==> config.mk <==
export PLATFORM = sky130hd
export DESIGN_NAME = envelope_vca
export DESIGN_NICKNAME = d
export VERILOG_FILES = /design/src/rtl/envelope_vca.sv
export SDC_FILE = /design/constraint.sdc
export NUM_CORES = 1
export LEC_CHECK = 0
export ABC_AREA = 1
export BUFFER_PORTS_ARGS = -buffer_cell sky130_fd_sc_hd__buf_2
export CAP_MARGIN = 10
export CORE_UTILIZATION = 58
export DETAILED_ROUTE_END_ITERATION = 6
export PLACE_DENSITY = 0.77
export SLEW_MARGIN = 20
export SYNTH_ARGS = -nofsm -noshare
export SYNTH_HDL_FRONTEND = slang
export SYNTH_SLANG_ARGS = --single-unit
==> constraint.sdc <==
create_clock -name clk -period 6.7 [get_ports clk]
set_input_delay 2.01 -clock clk [delete_from_list [all_inputs] [get_ports clk]]
set_output_delay 2.01 -clock clk [all_outputs]
set_load 0.005 [all_outputs]
==> src/rtl/envelope_vca.sv <==
// rtl/envelope_vca.sv - envelope-controlled amplifier: signed sample times unsigned gain, shift-add, saturated
module envelope_vca #(
  parameter int SAMPLE_W  = 16,
  parameter int ENV_W     = 31,
  parameter int FRAC_BITS = 20
) (
  input  logic                clk,
  input  logic                reset,
  input  logic                in_valid,
  output logic                in_ready,
  input  logic [SAMPLE_W-1:0] sample_in,
  input  logic [ENV_W-1:0]    envelope,
  output logic                out_valid,
  input  logic                out_ready,
  output logic [SAMPLE_W-1:0] sample_out,
  output logic                busy
);

  localparam int ACC_W = SAMPLE_W + ENV_W;
  localparam int CNT_W = (ENV_W > 1) ? $clog2(ENV_W) : 1;
  localparam logic [CNT_W-1:0] CNT_LAST = CNT_W'(ENV_W - 1);
  localparam logic [ACC_W-1:0] POS_LIM = ACC_W'((64'd1 << (SAMPLE_W - 1)) - 64'd1);
  localparam logic [ACC_W-1:0] NEG_LIM = ACC_W'(64'd1 << (SAMPLE_W - 1));
  localparam logic [SAMPLE_W-1:0] POS_SAT = {1'b0, {(SAMPLE_W-1){1'b1}}};
  localparam logic [SAMPLE_W-1:0] NEG_SAT = {1'b1, {(SAMPLE_W-1){1'b0}}};

  typedef enum logic [1:0] {
    IDLE = 2'd0,
    MUL  = 2'd1,
    NORM = 2'd2,
    OUT  = 2'd3
  } state_t;

  state_t              state;
  logic                sign_q;
  logic [SAMPLE_W-1:0] mag_q;
  logic [ENV_W-1:0]    env_q;
  logic [ACC_W-1:0]    acc;
  logic [CNT_W-1:0]    cnt;

  logic [SAMPLE_W-1:0] in_mag;
  logic [ACC_W-1:0]    mag_ext;
  logic [ACC_W-1:0]    q;
  logic [SAMPLE_W-1:0] result;

  // Two's-complement absolute value; the most negative sample maps cleanly onto 2^(SAMPLE_W-1).
  always_comb begin
    in_mag = sample_in;
    if (sample_in[SAMPLE_W-1]) begin
      in_mag = ~sample_in + SAMPLE_W'(1);
    end
  end

  assign mag_ext = ACC_W'(mag_q);
  assign q       = acc >> FRAC_BITS;

  // Truncating the magnitude before re-applying the sign rounds toward zero; 0 never becomes -0.
  always_comb begin
    result = '0;
    if (sign_q) begin
      result = (q > NEG_LIM) ? NEG_SAT : (SAMPLE_W'(0) - q[SAMPLE_W-1:0]);
    end else begin
      result = (q > POS_LIM) ? POS_SAT : q[SAMPLE_W-1:0];
    end
  end

  always_ff @(posedge clk or posedge reset) begin
    if (reset) begin
      state      <= IDLE;
      in_ready   <= 1'b1;
      out_valid  <= 1'b0;
      sample_out <= '0;
      busy       <= 1'b0;
      sign_q     <= 1'b0;
      mag_q      <= '0;
      env_q      <= '0;
      acc        <= '0;
      cnt        <= '0;
    end else begin
      case (state)
        IDLE: begin
          if (in_valid) begin
            sign_q   <= sample_in[SAMPLE_W-1];
            mag_q    <= in_mag;
            env_q    <= envelope;
            acc      <= '0;
            cnt      <= '0;
            in_ready <= 1'b0;
            busy     <= 1'b1;
            state    <= MUL;
          end
        end
        MUL: begin
          if (env_q[cnt]) begin
            acc <= acc + (mag_ext << cnt);
          end
          cnt <= cnt + CNT_W'(1);
          if (cnt == CNT_LAST) begin
            state <= NORM;
          end
        end
        NORM: begin
          sample_out <= result;
          out_valid  <= 1'b1;
          state      <= OUT;
        end
        OUT: begin
          if (out_ready) begin
            out_valid <= 1'b0;
            in_ready  <= 1'b1;
            busy      <= 1'b0;
            state     <= IDLE;
          end
        end
        default: begin
          state     <= IDLE;
          in_ready  <= 1'b1;
          out_valid <= 1'b0;
          busy      <= 1'b0;
        end
      endcase
    end
  end

endmodule

==> summary.json, run 1 <==
{
  "initial_core_utilization_pct": 59.5,
  "critical_path_arrival_ns": 4.93,
  "boundaryPins": 70,
  "p_sw_share_pct": 54.2,
  "grt_antenna_before_repair": 0,
  "cell_pwr_density_nw_per_um2": 556,
  "tritoncts": "done",
  "fill_count": 1725,
  "synth.yosys.warnings": 0,
  "power.static_leakage_nw": 6.50,
  "cap_viol_max_count": 0,
  "floorplan_die_area_um2": 19000,
  "drtPass1Iterations": 7,
  "synth.area.top_cells": "sky130_fd_sc_hd__dfrtp_1 (28%), sky130_fd_sc_hd__nand2_1 (25%), sky130_fd_sc_hd__inv_1 (7.5%)",
  "final-instance-count-excl-fill": 2037,
  "synth_largest_type_area_fraction_pct": 28.0,
  "violations": "DRC",
  "worst-slew-pin-transition_ns": 1.06,
  "finalCriticalPeriod_ns": 4.61,
  "top_cell_type_by_total_area_after_synthesis": "sky130_fd_sc_hd__dfrtp_1",
  "grt_pass1_vias": 10700,
  "dieHeight_um": 138,
  "seq_power_share_pct": 21.3,
  "route.detailed.vias_per_inst": 5.52,
  "post_route_hold_slack_ns": 0.472,
  "detail_route.wirelength_mm": 31.2,
  "final_common_cell": "sky130_fd_sc_hd__nand2_1",
  "post_synth_edffs": 0,
  "synth_cells": 1758,
  "synthArstFlopShare_pct": 100,
  "rsz_0062_raised_after_global_routing": "false",
  "max-vdd-ir-drop_v": 0.000363,
  "drc_errors": 2,
  "cts_max_level": 4,
  "all_layer_global_routing_usage_pct": 34.3,
  "post_cts.repair.setup_buffers": 0,
  "core_um2": 18000,
  "port-buffer-count": 69,
  "final-max-slew-violation-count": 0,
  "gr-total-overflow": 0,
  "drive_above_1_share_pct": 6.75,
  "r2r_slack_ns": 2.09,
  "largest_net_degree_at_the_start_of_global_routing": 69,
  "worstSetupStartpointType": "flip-flop",
  "first_pass_grt_wire_length_mm": 52.5,
  "status": "finished with violations",
  "multi_input_area_um2": 6560,
  "synth.ff_latch_count": 121,
  "gp_congestion": 1.09,
  "cts_num_sinks": 121,
  "wire_per_inst_um": 15.3,
  "synth_top_flop_cell": "sky130_fd_sc_hd__dfrtp_1",
  "timing.critical_path.slowest_cell_delay_ns": 0.98,
  "areaGrowthSynthToFinish_pct": 8.49,
  "cell_chain_of_the_critical_path": "inv_2, o21ai_0, mux2i_1, o21ai_0, o22ai_1, ha_1, nand2_1, nor2_1, nand2_1, nor3_1, nand3b_1, nand3_1, nand2_1, nand3_1, nand2_1",
  "layout_worst_path_cycle_share_pct": 68.8,
  "internal-power_mw": 2.97,
  "root_buffer": "sky130_fd_sc_hd__clkbuf_16",
  "most-common-layout-cells": "sky130_fd_sc_hd__nand2_1 (701), sky130_fd_sc_hd__inv_1 (212), sky130_fd_sc_hd__nor2_1 (165), sky130_fd_sc_hd__dfrtp_1 (120), sky130_fd_sc_hd__nand3_1 (111)",
  "final-setup-viol-count": 0,
  "synthDistinctLibCells": 44,
  "die-width_um": 138,
  "timing_worst_setup_path_type": "reg2reg",
  "routed_antenna_nets": 0,
  "slew_headroom_pct": 29.4,
  "antenna_cells": 0,
  "layout.area.seq_um2": 3030,
  "critical_path.slowest_cell": "sky130_fd_sc_hd__dfrtp_1",
  "cts.hold.buffers_added": 0,
  "psw_mw": 3.51,
  "numCtsBuffers": 17,
  "totalNegativeSetupSlack_ns": 0,
  "crit_path_end_kind": "flip-flop",
  "first_iter_violations": 949,
  "comb_power_share_pct": 64.8,
  "report.final.hold_viol_count": 0,
  "vias": 11200,
  "yosysSeqAreaShare_pct": 28.2,
  "place_inst": 2005,
  "dp_hpwl_mm": 24.1,
  "worst-path-max-fanout": 30,
  "maximum_operating_frequency_mhz": 217,
  "postSynthAreaPerCell_um2": 6.10,
  "clock_insertion_delay_worst_skew_ns": 0.44,
  "largest_clock_skew_in_the_final_design_ns": 0.0123,
  "postCtsResizedCells": 0,
  "finish.net_count": 1902,
  "critical_path.most_common_cell": "sky130_fd_sc_hd__nand2_1",
  "placement_rows": 49,
  "net_count_of_the_mapped_netlist": 1865,
  "clkSlewWorstSetupHoldPaths_ns": 0.06,
  "syn-cell-area_um2": 10700,
  "class_of_the_tightest_hold_or_removal_check": "reg2reg",
  "required_ns": 7.02,
  "clockBufferDepth": 2,
  "p_clk_share_pct": 13.9
}
==> layout make-up <==
type	count	area share (%)
repair buffers	74	3.29
multi-input cells	1364	56.3
clock inverters	14	1.09
clock buffers	18	3.77
well taps	229	2.46
flip-flops and latches	121	26.0
inverters	217	7.04
==> critical path, delay by kind of cell, from the launching register on <==
kind / cells / cell delay (ns)
buf+inv: 1 / 0.36
mux: 1 / 0.23
fa+ha+maj: 1 / 0.45
flops: 1 / 0.98
compound gates: 3 / 1.21
simple gates: 9 / 1.25
==> metrics by stage <==
| stage | total power, mW | area (um^2) | setup WS [ns] | utilization, % |
|---|---|---|---|---|
| detailed placement | 5.47 | 11100 | 2.36 | 61.4 |
| global route | 7.12 | 11600 | 1.55 | 64.6 |
| finish | 6.48 | 11600 | 2.09 | 64.6 |
| CTS | 6.40 | 11600 | 2.32 | 64.6 |
| floorplan | 4.57 | 10700 | 1.48 | - |
| global placement | 5.40 | 11100 | 2.45 | 61.4 |
==> Yosys cell counts, drive strengths merged, types with 2 or more instances <==
library cell  count
clkbuf           26
a31oi             4
a21oi            51
nor2            165
nor3             15
xnor2            30
nand3           112
nand3b           15
inv             216
nand2           702
nor4              4
and2              2
o21ai           125
buf              30
o21a              4
o22ai             8
dfrtp           120
mux2i             6
o21bai            6
and3              3
xor2             23
a21o              3
ha               55
nand4            16
or2               8
==> flip-flops by register name, indices dropped and copies added (netlist names) <==
register and flops:
state 2, acc 47, sign_q 1, mag_q 16, env_q 31, cnt 5, out_valid 1, sample_out 16
busy 1, in_ready 1
==> kinds of logic (layout without fill, tap and decap cells) <==
family | Yosys count | in the layout | share of synthesized area (%)
XOR/XNOR | 53 | 53 | 4.33
AO/OA/AOI/OAI | 204 | 204 | 10.1
flip-flops | 121 | 121 | 28.2
buffers and inverters | 273 | 323 | 10.7
AND/OR/NAND/NOR | 1044 | 1044 | 39.4
adder cells (fa/ha/maj) | 56 | 56 | 6.60
multiplexers | 7 | 7 | 0.665
==> path summary, 6_finish.rpt <==
kind / from / end / cells past startpoint
setup / recovery: cnt[1] / acc[43] / 15
hold / removal: sample_out[3] / sample_out[3] / 2
setup reg to reg: cnt[1] / acc[43] / 15
hold reg to reg: sample_out[3] / sample_out[3] / 2
max in group asynchronous: reset / acc[40] / 3
min in group asynchronous: reset / env_q[13] / 2
==> layer usage <==
metal	vias to the layer above	wire (um)	global-route usage [%]
met3	109	2340	5.99
met5	-	0	0
met1	5062	13400	45.4
met4	0	1520	18.7
met2	463	14000	53.3
li1	5602	-	-
==> power by group through the flow <==
| stage | combinational, mW | sequential, mW | clock (mW) |
|---|---|---|---|
| after global routing | 4.76 | 1.42 | 0.939 |
| after CTS | 4.13 | 1.37 | 0.904 |
| after global placement | 4.03 | 1.37 | 0 |
| final | 4.20 | 1.38 | 0.898 |
| after detailed placement | 4.09 | 1.38 | 0 |
| after floorplan | 3.35 | 1.22 | 0 |
Power figures use the tool's default switching activity.
==> run 2, diff against run 1 <==
clock period = 4.5 ns   (was 6.7 ns; I/O delays follow)
==> run 2 against run 1 <==
The flow now finishes without violations. Largest cell class unchanged. Combinational power up 53%. Final cell count up 0.29%. Register-to-register slack worse by 1.6 ns. Critical path type unchanged. Design area up 1.5%.
==> summary.json, run 2 (synthesized netlist as in run 1, its figures left out) <==
{
  "boundaryPins": {"value": 70, "change": "unchanged"},
  "largest_registers": {"value": "acc x47, env_q x31", "change": "unchanged"},
  "worst-path-max-fanout": {"value": 24, "change": "was 30"},
  "timing.critical_path.slowest_cell_delay": {"value": 0.61, "unit": "ns", "change": "was 0.98 ns"},
  "wire_per_inst": {"value": 16.4, "unit": "um", "change": "was 15.3 um"},
  "critical_path_arrival": {"value": 4.31, "unit": "ns", "change": "was 4.93 ns"},
  "gr-total-overflow": {"value": 0, "change": "unchanged"},
  "antenna_cells": {"value": 0, "change": "unchanged"},
  "slew_headroom": {"value": 36.7, "unit": "%", "change": "was 29.4%"},
  "max-vdd-ir-drop": {"value": 0.000525, "unit": "V", "change": "was 0.000363 V"},
  "r2r_end": {"value": "acc[36]", "change": "was acc[43]"},
  "timing_worst_setup_path_type": {"value": "reg2reg", "change": "unchanged"},
  "fill_count": {"value": 1753, "change": "was 1725"},
  "hold_end": {"value": "sample_out[7]", "change": "was sample_out[3]"},
  "largest_clock_skew_in_the_final_design": {"value": 0.0117, "unit": "ns", "change": "was 0.0123 ns"},
  "first_pass_grt_wire_length": {"value": 53.9, "unit": "mm", "change": "was 52.5 mm"},
  "max_reg_flops": {"value": 47, "change": "unchanged"},
  "worst-slew-pin-transition": {"value": 0.948, "unit": "ns", "change": "was 1.06 ns"},
  "ff2ff_path_depth": {"value": 21, "change": "was 15"},
  "cp.depth": {"value": 21, "change": "was 15"},
  "grt_pass1_vias": {"value": 10400, "change": "was 10700"},
  "gp_congestion": {"value": 1.00, "change": "was 1.09"},
  "final-setup-viol-count": {"value": 0, "change": "unchanged"},
  "finalCriticalPeriod": {"value": 4.00, "unit": "ns", "change": "was 4.61 ns"},
  "dp_hpwl": {"value": 25.8, "unit": "mm", "change": "was 24.1 mm"},
  "layout.area.seq": {"value": 3030, "unit": "um^2", "change": "unchanged"},
  "crit_path_end_kind": {"value": "flip-flop", "change": "unchanged"},
  "rr_startpoint": {"value": "cnt[0]", "change": "was cnt[1]"},
  "finalWorstSetupSlack": {"value": 0.496, "unit": "ns", "change": "was 2.09 ns"},
  "design_power_total": {"value": 10.0, "unit": "mW", "change": "was 6.48 mW"},
  "drc_errors": {"value": 0, "change": "was 2"},
  "all_layer_global_routing_usage": {"value": 35.7, "unit": "%", "change": "was 34.3%"},
  "cts_num_sinks": {"value": 121, "change": "unchanged"},
  "hp-start": {"value": "sample_out[7]", "change": "was sample_out[3]"},
  "die-width": {"value": 138, "unit": "um", "change": "unchanged"},
  "max_flop_register": {"value": "acc", "change": "unchanged"},
  "hold_depth": {"value": 2, "change": "unchanged"},
  "clkSlewWorstSetupHoldPaths": {"value": 0.06, "unit": "ns", "change": "about the same"},
  "clock_insertion_delay_worst_skew": {"value": 0.44, "unit": "ns", "change": "about the same"},
  "vias": {"value": 11300, "change": "was 11200"},
  "port-buffer-count": {"value": 69, "change": "unchanged"},
  "class_of_the_tightest_hold_or_removal_check": {"value": "reg2reg", "change": "unchanged"},
  "routed_antenna_nets": {"value": 0, "change": "unchanged"},
  "floorplan_die_area": {"value": 19000, "unit": "um^2", "change": "unchanged"},
  "initial_core_utilization": {"value": 59.5, "unit": "%", "change": "unchanged"},
  "cell_pwr_density": {"value": 850, "unit": "nW/um^2", "change": "was 556 nW/um^2"},
  "core": {"value": 18000, "unit": "um^2", "change": "unchanged"},
  "post_route_hold_slack": {"value": 0.469, "unit": "ns", "change": "was 0.472 ns"},
  "cell_chain_of_the_critical_path": {"value": "buf_4, nand2_1, nand2_1, inv_1, nand2_1, o21ai_1, o21ai_0, nand2_1, a21oi_1, ha_1, nand2_1, nor2_1, nand3_1, nand3_1, nand2_1, nand2_1, nand2_1, nand2_1, nand2_1, nand3_1, nand2_1", "change": "was inv_2, o21ai_0, mux2i_1, o21ai_0, o22ai_1, ha_1, nand2_1, nor2_1, nand2_1, nor3_1, nand3b_1, nand3_1, nand2_1, nand3_1, nand2_1"},
  "post_cts.repair.setup_buffers": {"value": 0, "change": "unchanged"},
  "detail_route.wirelength": {"value": 33.6, "unit": "mm", "change": "was 31.2 mm"},
  "layout_worst_path_cycle_share": {"value": 89.0, "unit": "%", "change": "was 68.8%"},
  "dieHeight": {"value": 138, "unit": "um", "change": "unchanged"},
  "route.detailed.vias_per_inst": {"value": 5.53, "change": "was 5.52"},
  "drtPass1Iterations": {"value": 6, "change": "was 7"},
  "placement_rows": {"value": 49, "change": "unchanged"},
  "r2r_slack": {"value": 0.50, "unit": "ns", "change": "was 2.09 ns"},
  "pre_cts_slack": {"value": 0.661, "unit": "ns", "change": "was 2.36 ns"},
  "final-max-slew-violation-count": {"value": 0, "change": "unchanged"},
  "status": {"value": "complete, no violations", "change": "was finished with violations"},
  "clockBufferDepth": {"value": 2, "change": "unchanged"},
  "crit_start": {"value": "cnt[0]", "change": "was cnt[1]"},
  "critical_path.top_delay_family": {"value": "simple AND/OR/NAND/NOR gates", "change": "unchanged"},
  "worstSetupStartpointType": {"value": "flip-flop", "change": "unchanged"},
  "root_buffer": {"value": "sky130_fd_sc_hd__clkbuf_16", "change": "unchanged"},
  "totalNegativeSetupSlack": {"value": 0, "unit": "ns", "change": "unchanged"},
  "final_common_cell": {"value": "sky130_fd_sc_hd__nand2_1", "change": "unchanged"},
  "drive_above_1_share": {"value": 7.06, "unit": "%", "change": "was 6.75%"},
  "maximum_operating_frequency": {"value": 250, "unit": "MHz", "change": "was 217 MHz"},
  "rsz_0062_raised_after_global_routing": {"value": "false", "change": "unchanged"},
  "first_iter_violations": {"value": 1131, "change": "was 949"},
  "multi_input_area": {"value": 6560, "unit": "um^2", "change": "unchanged"},
  "areaGrowthSynthToFinish": {"value": 10.1, "unit": "%", "change": "was 8.49%"},
  "grt_antenna_before_repair": {"value": 0, "change": "unchanged"},
  "numCtsBuffers": {"value": 17, "change": "unchanged"},
  "report.final.hold_viol_count": {"value": 0, "change": "unchanged"},
  "finish.net_count": {"value": 1908, "change": "was 1902"},
  "largest_net_degree_at_the_start_of_global_routing": {"value": 55, "change": "was 69"},
  "timing.critical_path.buf_inv": {"value": 2, "change": "was 1"},
  "critical_path.slowest_cell": {"value": "sky130_fd_sc_hd__dfrtp_1", "change": "unchanged"},
  "cts.hold.buffers_added": {"value": 0, "change": "unchanged"},
  "cap_viol_max_count": {"value": 0, "change": "unchanged"},
  "critical_path.most_common_cell": {"value": "sky130_fd_sc_hd__nand2_1", "change": "unchanged"},
  "most-common-layout-cells": {"value": "sky130_fd_sc_hd__nand2_1 (701), sky130_fd_sc_hd__inv_1 (212), sky130_fd_sc_hd__nor2_1 (165), sky130_fd_sc_hd__dfrtp_1 (120), sky130_fd_sc_hd__nand3_1 (111)", "change": "unchanged"},
  "cts_max_level": {"value": 4, "change": "unchanged"},
  "postCtsResizedCells": {"value": 0, "change": "unchanged"},
  "power.static_leakage": {"value": 6.59, "unit": "nW", "change": "was 6.50 nW"},
  "place_inst": {"value": 2011, "change": "was 2005"},
  "tritoncts": {"value": "done", "change": "unchanged"},
  "required": {"value": 4.80, "unit": "ns", "change": "was 7.02 ns"},
  "final-instance-count-excl-fill": {"value": 2043, "change": "was 2037"}
}
## run 2: routing by layer
metal | global-route usage, % | wire (um) | share of wire (%) | up-vias
met2 | 57.8 | 15400 | 46 | 477
li1 | - | - | - | 5615
met4 | 15.9 | 1510 | 4.5 | 0
met1 | 47.4 | 14400 | 43 | 5100
met5 | 0 | 0 | 0 | -
met3 | 5.30 | 2310 | 6.9 | 100
## run 2: final cells by class
cell class / instances / share of cell area (%)
multi-input combinational: 1364 / 55.5
sequential: 121 / 25.6
inverter: 217 / 6.95
timing repair buffer: 80 / 3.83
clock buffer: 18 / 3.72
tap: 229 / 2.42
clock inverter: 14 / 1.96
## run 2: tightest hold or removal path: stages (launching register included)
cell	delay, ns
sky130_fd_sc_hd__dfrtp_1	0.34
sky130_fd_sc_hd__nand2_1	0.05
sky130_fd_sc_hd__nand2_1	0.05
## run 2: how the worst max path moves through the flow
| stage | end |
|---|---|
| 2_1_floorplan | acc[45] |
| 3_3_place_gp | acc[36] |
| 3_5_place_dp | acc[37] |
| 4_1_cts | acc[37] |
| 5_1_grt | acc[36] |
| 6_report | acc[36] |
## run 2: per-stage QoR
step | util (%) | instance area (um^2)
finish | 65.6 | 11800
global route | 65.6 | 11800
CTS | 65.6 | 11800
detailed placement | 61.8 | 11100
global placement | 61.8 | 11100
floorplan | - | 10700
## run 2: power breakdown
part           switching [mW]  total (mW)  internal [mW]  leakage, nW
sequential              0.460        2.02           1.56         1.56
combinational            4.28        6.43           2.15         4.70
clock                   0.576        1.59           1.01        0.328
==> run 3, diff against run 2 <==
ABC_AREA = default   (was 1)
==> run 3 against run 2 <==
Critical path depth down 6. Final cell count decreased by 35%. Flip-flop and latch count stayed put. Fmax fell by 7.5%. Clock power fell by 12%. Design area fell by 9.7%. Non-clock buffer count grew 30. Core utilization rose by 3.6 points. Critical path type unchanged. Largest power group unchanged. Highest routed layer unchanged.
==> summary.json, run 3 <==
{
  "status": {"value": "complete, no violations", "change": "unchanged"},
  "synth_top_flop_cell": {"value": "sky130_fd_sc_hd__dfrtp_1", "change": "unchanged"},
  "route.detailed.vias_per_inst": {"value": 6.32, "change": "was 5.53"},
  "wire_per_inst": {"value": 18.0, "unit": "um", "change": "was 16.4 um"},
  "clock_insertion_delay_worst_skew": {"value": 0.43, "unit": "ns", "change": "was 0.44 ns"},
  "multi_input_area": {"value": 6000, "unit": "um^2", "change": "was 6560 um^2"},
  "clkSlewWorstSetupHoldPaths": {"value": 0.07, "unit": "ns", "change": "was 0.06 ns"},
  "cap_viol_max_count": {"value": 0, "change": "unchanged"},
  "maximum_operating_frequency": {"value": 231, "unit": "MHz", "change": "was 250 MHz"},
  "synth.most_common_cell": {"value": "sky130_fd_sc_hd__dfrtp_1", "change": "was sky130_fd_sc_hd__nand2_1"},
  "cts_max_level": {"value": 4, "change": "unchanged"},
  "syn-cell-area": {"value": 9270, "unit": "um^2", "change": "was 10700 um^2"},
  "cts.hold.buffers_added": {"value": 0, "change": "unchanged"},
  "first_pass_grt_wire_length": {"value": 39.2, "unit": "mm", "change": "was 53.9 mm"},
  "drc_errors": {"value": 0, "change": "unchanged"},
  "first_iter_violations": {"value": 667, "change": "was 1131"},
  "gr-total-overflow": {"value": 0, "change": "unchanged"},
  "routed_antenna_nets": {"value": 0, "change": "unchanged"},
  "placement_rows": {"value": 45, "change": "was 49"},
  "cell_pwr_density": {"value": 598, "unit": "nW/um^2", "change": "was 850 nW/um^2"},
  "gp_congestion": {"value": 0.951, "change": "was 1.00"},
  "synth.ff_latch_count": {"value": 121, "change": "unchanged"},
  "worst_setup_path_endpoint": {"value": "acc[32]", "change": "was acc[36]"},
  "layout_worst_path_cycle_share": {"value": 96.2, "unit": "%", "change": "was 89.0%"},
  "power.static_leakage": {"value": 4.83, "unit": "nW", "change": "was 6.59 nW"},
  "die-width": {"value": 128, "unit": "um", "change": "was 138 um"},
  "pre_cts_slack": {"value": 0.0138, "unit": "ns", "change": "was 0.661 ns"},
  "core": {"value": 15400, "unit": "um^2", "change": "was 18000 um^2"},
  "required": {"value": 4.81, "unit": "ns", "change": "was 4.80 ns"},
  "largest_net_degree_at_the_start_of_global_routing": {"value": 122, "change": "was 55"},
  "synthDistinctLibCells": {"value": 71, "change": "was 44"},
  "antenna_cells": {"value": 0, "change": "unchanged"},
  "detail_route.wirelength": {"value": 23.9, "unit": "mm", "change": "was 33.6 mm"},
  "r2r_end": {"value": "acc[32]", "change": "was acc[36]"},
  "final-setup-viol-count": {"value": 0, "change": "unchanged"},
  "report.final.hold_viol_count": {"value": 0, "change": "unchanged"},
  "drive_above_1_share": {"value": 20.7, "unit": "%", "change": "was 7.06%"},
  "port-buffer-count": {"value": 69, "change": "unchanged"},
  "synth_cells": {"value": 1032, "change": "was 1758"},
  "worst-path-max-fanout": {"value": 13, "change": "was 24"},
  "layout.area.seq": {"value": 3030, "unit": "um^2", "change": "about the same"},
  "initial_core_utilization": {"value": 60.1, "unit": "%", "change": "was 59.5%"},
  "largest_clock_skew_in_the_final_design": {"value": 0.00999, "unit": "ns", "change": "was 0.0117 ns"},
  "final-max-slew-violation-count": {"value": 0, "change": "unchanged"},
  "post_synth_edffs": {"value": 0, "change": "unchanged"},
  "final_common_cell": {"value": "sky130_fd_sc_hd__dfrtp_1", "change": "was sky130_fd_sc_hd__nand2_1"},
  "fill_count": {"value": 1209, "change": "was 1753"},
  "ff2ff_path_depth": {"value": 15, "change": "was 21"},
  "dp_hpwl": {"value": 16.8, "unit": "mm", "change": "was 25.8 mm"},
  "yosysSeqAreaShare": {"value": 32.7, "unit": "%", "change": "was 28.2%"},
  "crit_start": {"value": "cnt[0]", "change": "unchanged"},
  "net_count_of_the_mapped_netlist": {"value": 1139, "change": "was 1865"},
  "floorplan_die_area": {"value": 16500, "unit": "um^2", "change": "was 19000 um^2"},
  "numCtsBuffers": {"value": 17, "change": "unchanged"},
  "clockBufferDepth": {"value": 2, "change": "unchanged"},
  "class_of_the_tightest_hold_or_removal_check": {"value": "reg2reg", "change": "unchanged"},
  "worst-slew-pin-transition": {"value": 1.03, "unit": "ns", "change": "was 0.948 ns"},
  "synth.yosys.warnings": {"value": 0, "change": "unchanged"},
  "crit_path_end_kind": {"value": "flip-flop", "change": "unchanged"},
  "finalCriticalPeriod": {"value": 4.33, "unit": "ns", "change": "was 4.00 ns"},
  "root_buffer": {"value": "sky130_fd_sc_hd__clkbuf_16", "change": "unchanged"},
  "post_route_hold_slack": {"value": 0.492, "unit": "ns", "change": "was 0.469 ns"},
  "worstSetupStartpointType": {"value": "flip-flop", "change": "unchanged"},
  "critical_path_arrival": {"value": 4.64, "unit": "ns", "change": "was 4.31 ns"},
  "slew_headroom": {"value": 31.2, "unit": "%", "change": "was 36.7%"},
  "synth_largest_type_area_fraction": {"value": 32.4, "unit": "%", "change": "was 28.0%"},
  "grt_pass1_vias": {"value": 8050, "change": "was 10400"},
  "max-vdd-ir-drop": {"value": 0.000442, "unit": "V", "change": "was 0.000525 V"},
  "grt_antenna_before_repair": {"value": 0, "change": "unchanged"},
  "finalWorstSetupSlack": {"value": 0.170, "unit": "ns", "change": "was 0.496 ns"},
  "all_layer_global_routing_usage": {"value": 30.0, "unit": "%", "change": "was 35.7%"},
  "areaGrowthSynthToFinish": {"value": 15.1, "unit": "%", "change": "was 10.1%"},
  "largest_registers": {"value": "acc x47, env_q x31", "change": "unchanged"},
  "tritoncts": {"value": "done", "change": "unchanged"},
  "timing_worst_setup_path_type": {"value": "reg2reg", "change": "unchanged"},
  "dieHeight": {"value": 128, "unit": "um", "change": "was 138 um"},
  "synthArstFlopShare": {"value": 100, "unit": "%", "change": "unchanged"},
  "vias": {"value": 8404, "change": "was 11300"},
  "max_reg_flops": {"value": 47, "change": "unchanged"},
  "max_flop_register": {"value": "acc", "change": "unchanged"},
  "boundaryPins": {"value": 70, "change": "unchanged"},
  "drtPass1Iterations": {"value": 6, "change": "unchanged"},
  "top_cell_type_by_total_area_after_synthesis": {"value": "sky130_fd_sc_hd__dfrtp_1", "change": "unchanged"},
  "synth.area.top_cells": {"value": "sky130_fd_sc_hd__dfrtp_1 (32%), sky130_fd_sc_hd__ha_1 (7.4%), sky130_fd_sc_hd__mux2_2 (5.1%)", "change": "was sky130_fd_sc_hd__dfrtp_1 (28%), sky130_fd_sc_hd__nand2_1 (25%), sky130_fd_sc_hd__inv_1 (7.5%)"},
  "most-common-layout-cells": {"value": "sky130_fd_sc_hd__dfrtp_1 (119), sky130_fd_sc_hd__nand2_1 (100), sky130_fd_sc_hd__o21ai_0 (80), sky130_fd_sc_hd__a21oi_1 (79), sky130_fd_sc_hd__nor2_1 (72)", "change": "was sky130_fd_sc_hd__nand2_1 (701), sky130_fd_sc_hd__inv_1 (212), sky130_fd_sc_hd__nor2_1 (165), sky130_fd_sc_hd__dfrtp_1 (120), sky130_fd_sc_hd__nand3_1 (111)"},
  "cts_num_sinks": {"value": 121, "change": "unchanged"},
  "final_core_utilization": {"value": 69.2, "unit": "%", "change": "was 65.6%"},
  "synthTopCellsByCount": {"value": "sky130_fd_sc_hd__dfrtp_1 (120), sky130_fd_sc_hd__nand2_1 (101), sky130_fd_sc_hd__a21oi_1 (81), sky130_fd_sc_hd__o21ai_0 (81), sky130_fd_sc_hd__nor2_1 (73)", "change": "was sky130_fd_sc_hd__nand2_1 (701), sky130_fd_sc_hd__inv_1 (213), sky130_fd_sc_hd__nor2_1 (165), sky130_fd_sc_hd__dfrtp_1 (120), sky130_fd_sc_hd__nand3_1 (111)"},
  "r2r_slack": {"value": 0.17, "unit": "ns", "change": "was 0.50 ns"},
  "postSynthAreaPerCell": {"value": 8.99, "unit": "um^2", "change": "was 6.10 um^2"},
  "design_power_total": {"value": 6.39, "unit": "mW", "change": "was 10.0 mW"},
  "finish.net_count": {"value": 1212, "change": "was 1908"},
  "rr_startpoint": {"value": "cnt[0]", "change": "unchanged"}
}
==> run 3: changes by cell type in the layout (fill, tap and decap cells not counted), sizes merged, moves of 18 or more <==
cell,delta
a21o,+21
a21oi,+31
a22o,+44
buf,+30
inv,-194
mux2,+41
mux2i,+22
nand2,-600
nand3,-96
nor2,-92
o21ai,-42
or3,+18
==> run 3: kinds of logic after synthesis <==
| logic type | after synthesis | synth area share, % |
|---|---|---|
| AO/OA/AOI/OAI | 334 | 23.9 |
| XOR/XNOR | 51 | 4.82 |
| adder cells (fa/ha/maj) | 56 | 7.64 |
| buffers and inverters | 77 | 3.39 |
| flip-flops | 121 | 32.7 |
| multiplexers | 82 | 11.0 |
| AND/OR/NAND/NOR | 311 | 16.5 |
==> run 3: what timing repair did <==
action,in CTS,in global routing
pin swaps,0,2
setup endpoints to repair,1,11
resized for setup,1,18
buffers inserted,0,2
==> run 3: power breakdown <==
group | internal (mW) | switching [mW] | leakage (nW) | total (mW)
Sequential | 1.46 | 0.290 | 1.54 | 1.75
Combinational | 1.40 | 1.84 | 3.00 | 3.24
Clock | 0.793 | 0.605 | 0.292 | 1.40
Total | 3.65 | 2.73 | 4.83 | 6.39
==> run 3: how the worst min path moves through the flow <==
stage / cells past startpoint / start / end
2_1_floorplan: 1 / acc[46] / acc[46]
4_1_cts: 2 / sample_out[2] / sample_out[2]
3_5_place_dp: 2 / sample_out[2] / sample_out[2]
5_1_grt: 2 / sample_out[2] / sample_out[2]
3_3_place_gp: 2 / sample_out[3] / sample_out[3]
6_report: 2 / sample_out[2] / sample_out[2]
==> run 3: critical path, cell delays in order, from the launching register on <==
cell	delay (ns)
sky130_fd_sc_hd__dfrtp_2	0.41
sky130_fd_sc_hd__buf_8	0.17
sky130_fd_sc_hd__mux4_2	0.53
sky130_fd_sc_hd__mux2i_2	0.19
sky130_fd_sc_hd__mux2i_1	0.12
sky130_fd_sc_hd__and2_1	0.20
sky130_fd_sc_hd__ha_2	0.38
sky130_fd_sc_hd__nand3_1	0.12
sky130_fd_sc_hd__or4_1	0.45
sky130_fd_sc_hd__a211o_1	0.30
sky130_fd_sc_hd__o21ai_1	0.19
sky130_fd_sc_hd__a21oi_1	0.18
sky130_fd_sc_hd__a211o_1	0.34
sky130_fd_sc_hd__o41ai_2	0.32
sky130_fd_sc_hd__xor2_1	0.11
sky130_fd_sc_hd__a22o_1	0.21
==> run 3: per-stage QoR <==
stage / instance area [um^2] / instances / TNS, ns
3_3_place_gp: 9980 / 1295 / 0
4_1_cts: 10600 / 1327 / 0
3_5_place_dp: 9980 / 1295 / 0
2_1_floorplan: 9280 / 1032 / -0.00294
6_report: 10700 / 1329 / 0
5_1_grt: 10700 / 1329 / -0.000822
==> run 3: layout make-up <==
type / instances / area share, %
clock inverter: 15 / 1.65
sequential: 121 / 28.4
clock buffer: 17 / 3.99
multi-input combinational: 834 / 56.3
timing repair buffer: 110 / 6.46
tap: 211 / 2.47
inverter: 21 / 0.774
==> run 3: metal layers <==
layer / up-vias / GRT usage, % / share of wire (%)
met1: 3993 / 38.6 / 44
li1: 4026 / - / -
met2: 312 / 50.1 / 47
met4: 0 / 13.7 / 3.4
met3: 73 / 4.45 / 4.6
met5: - / 0 / 0
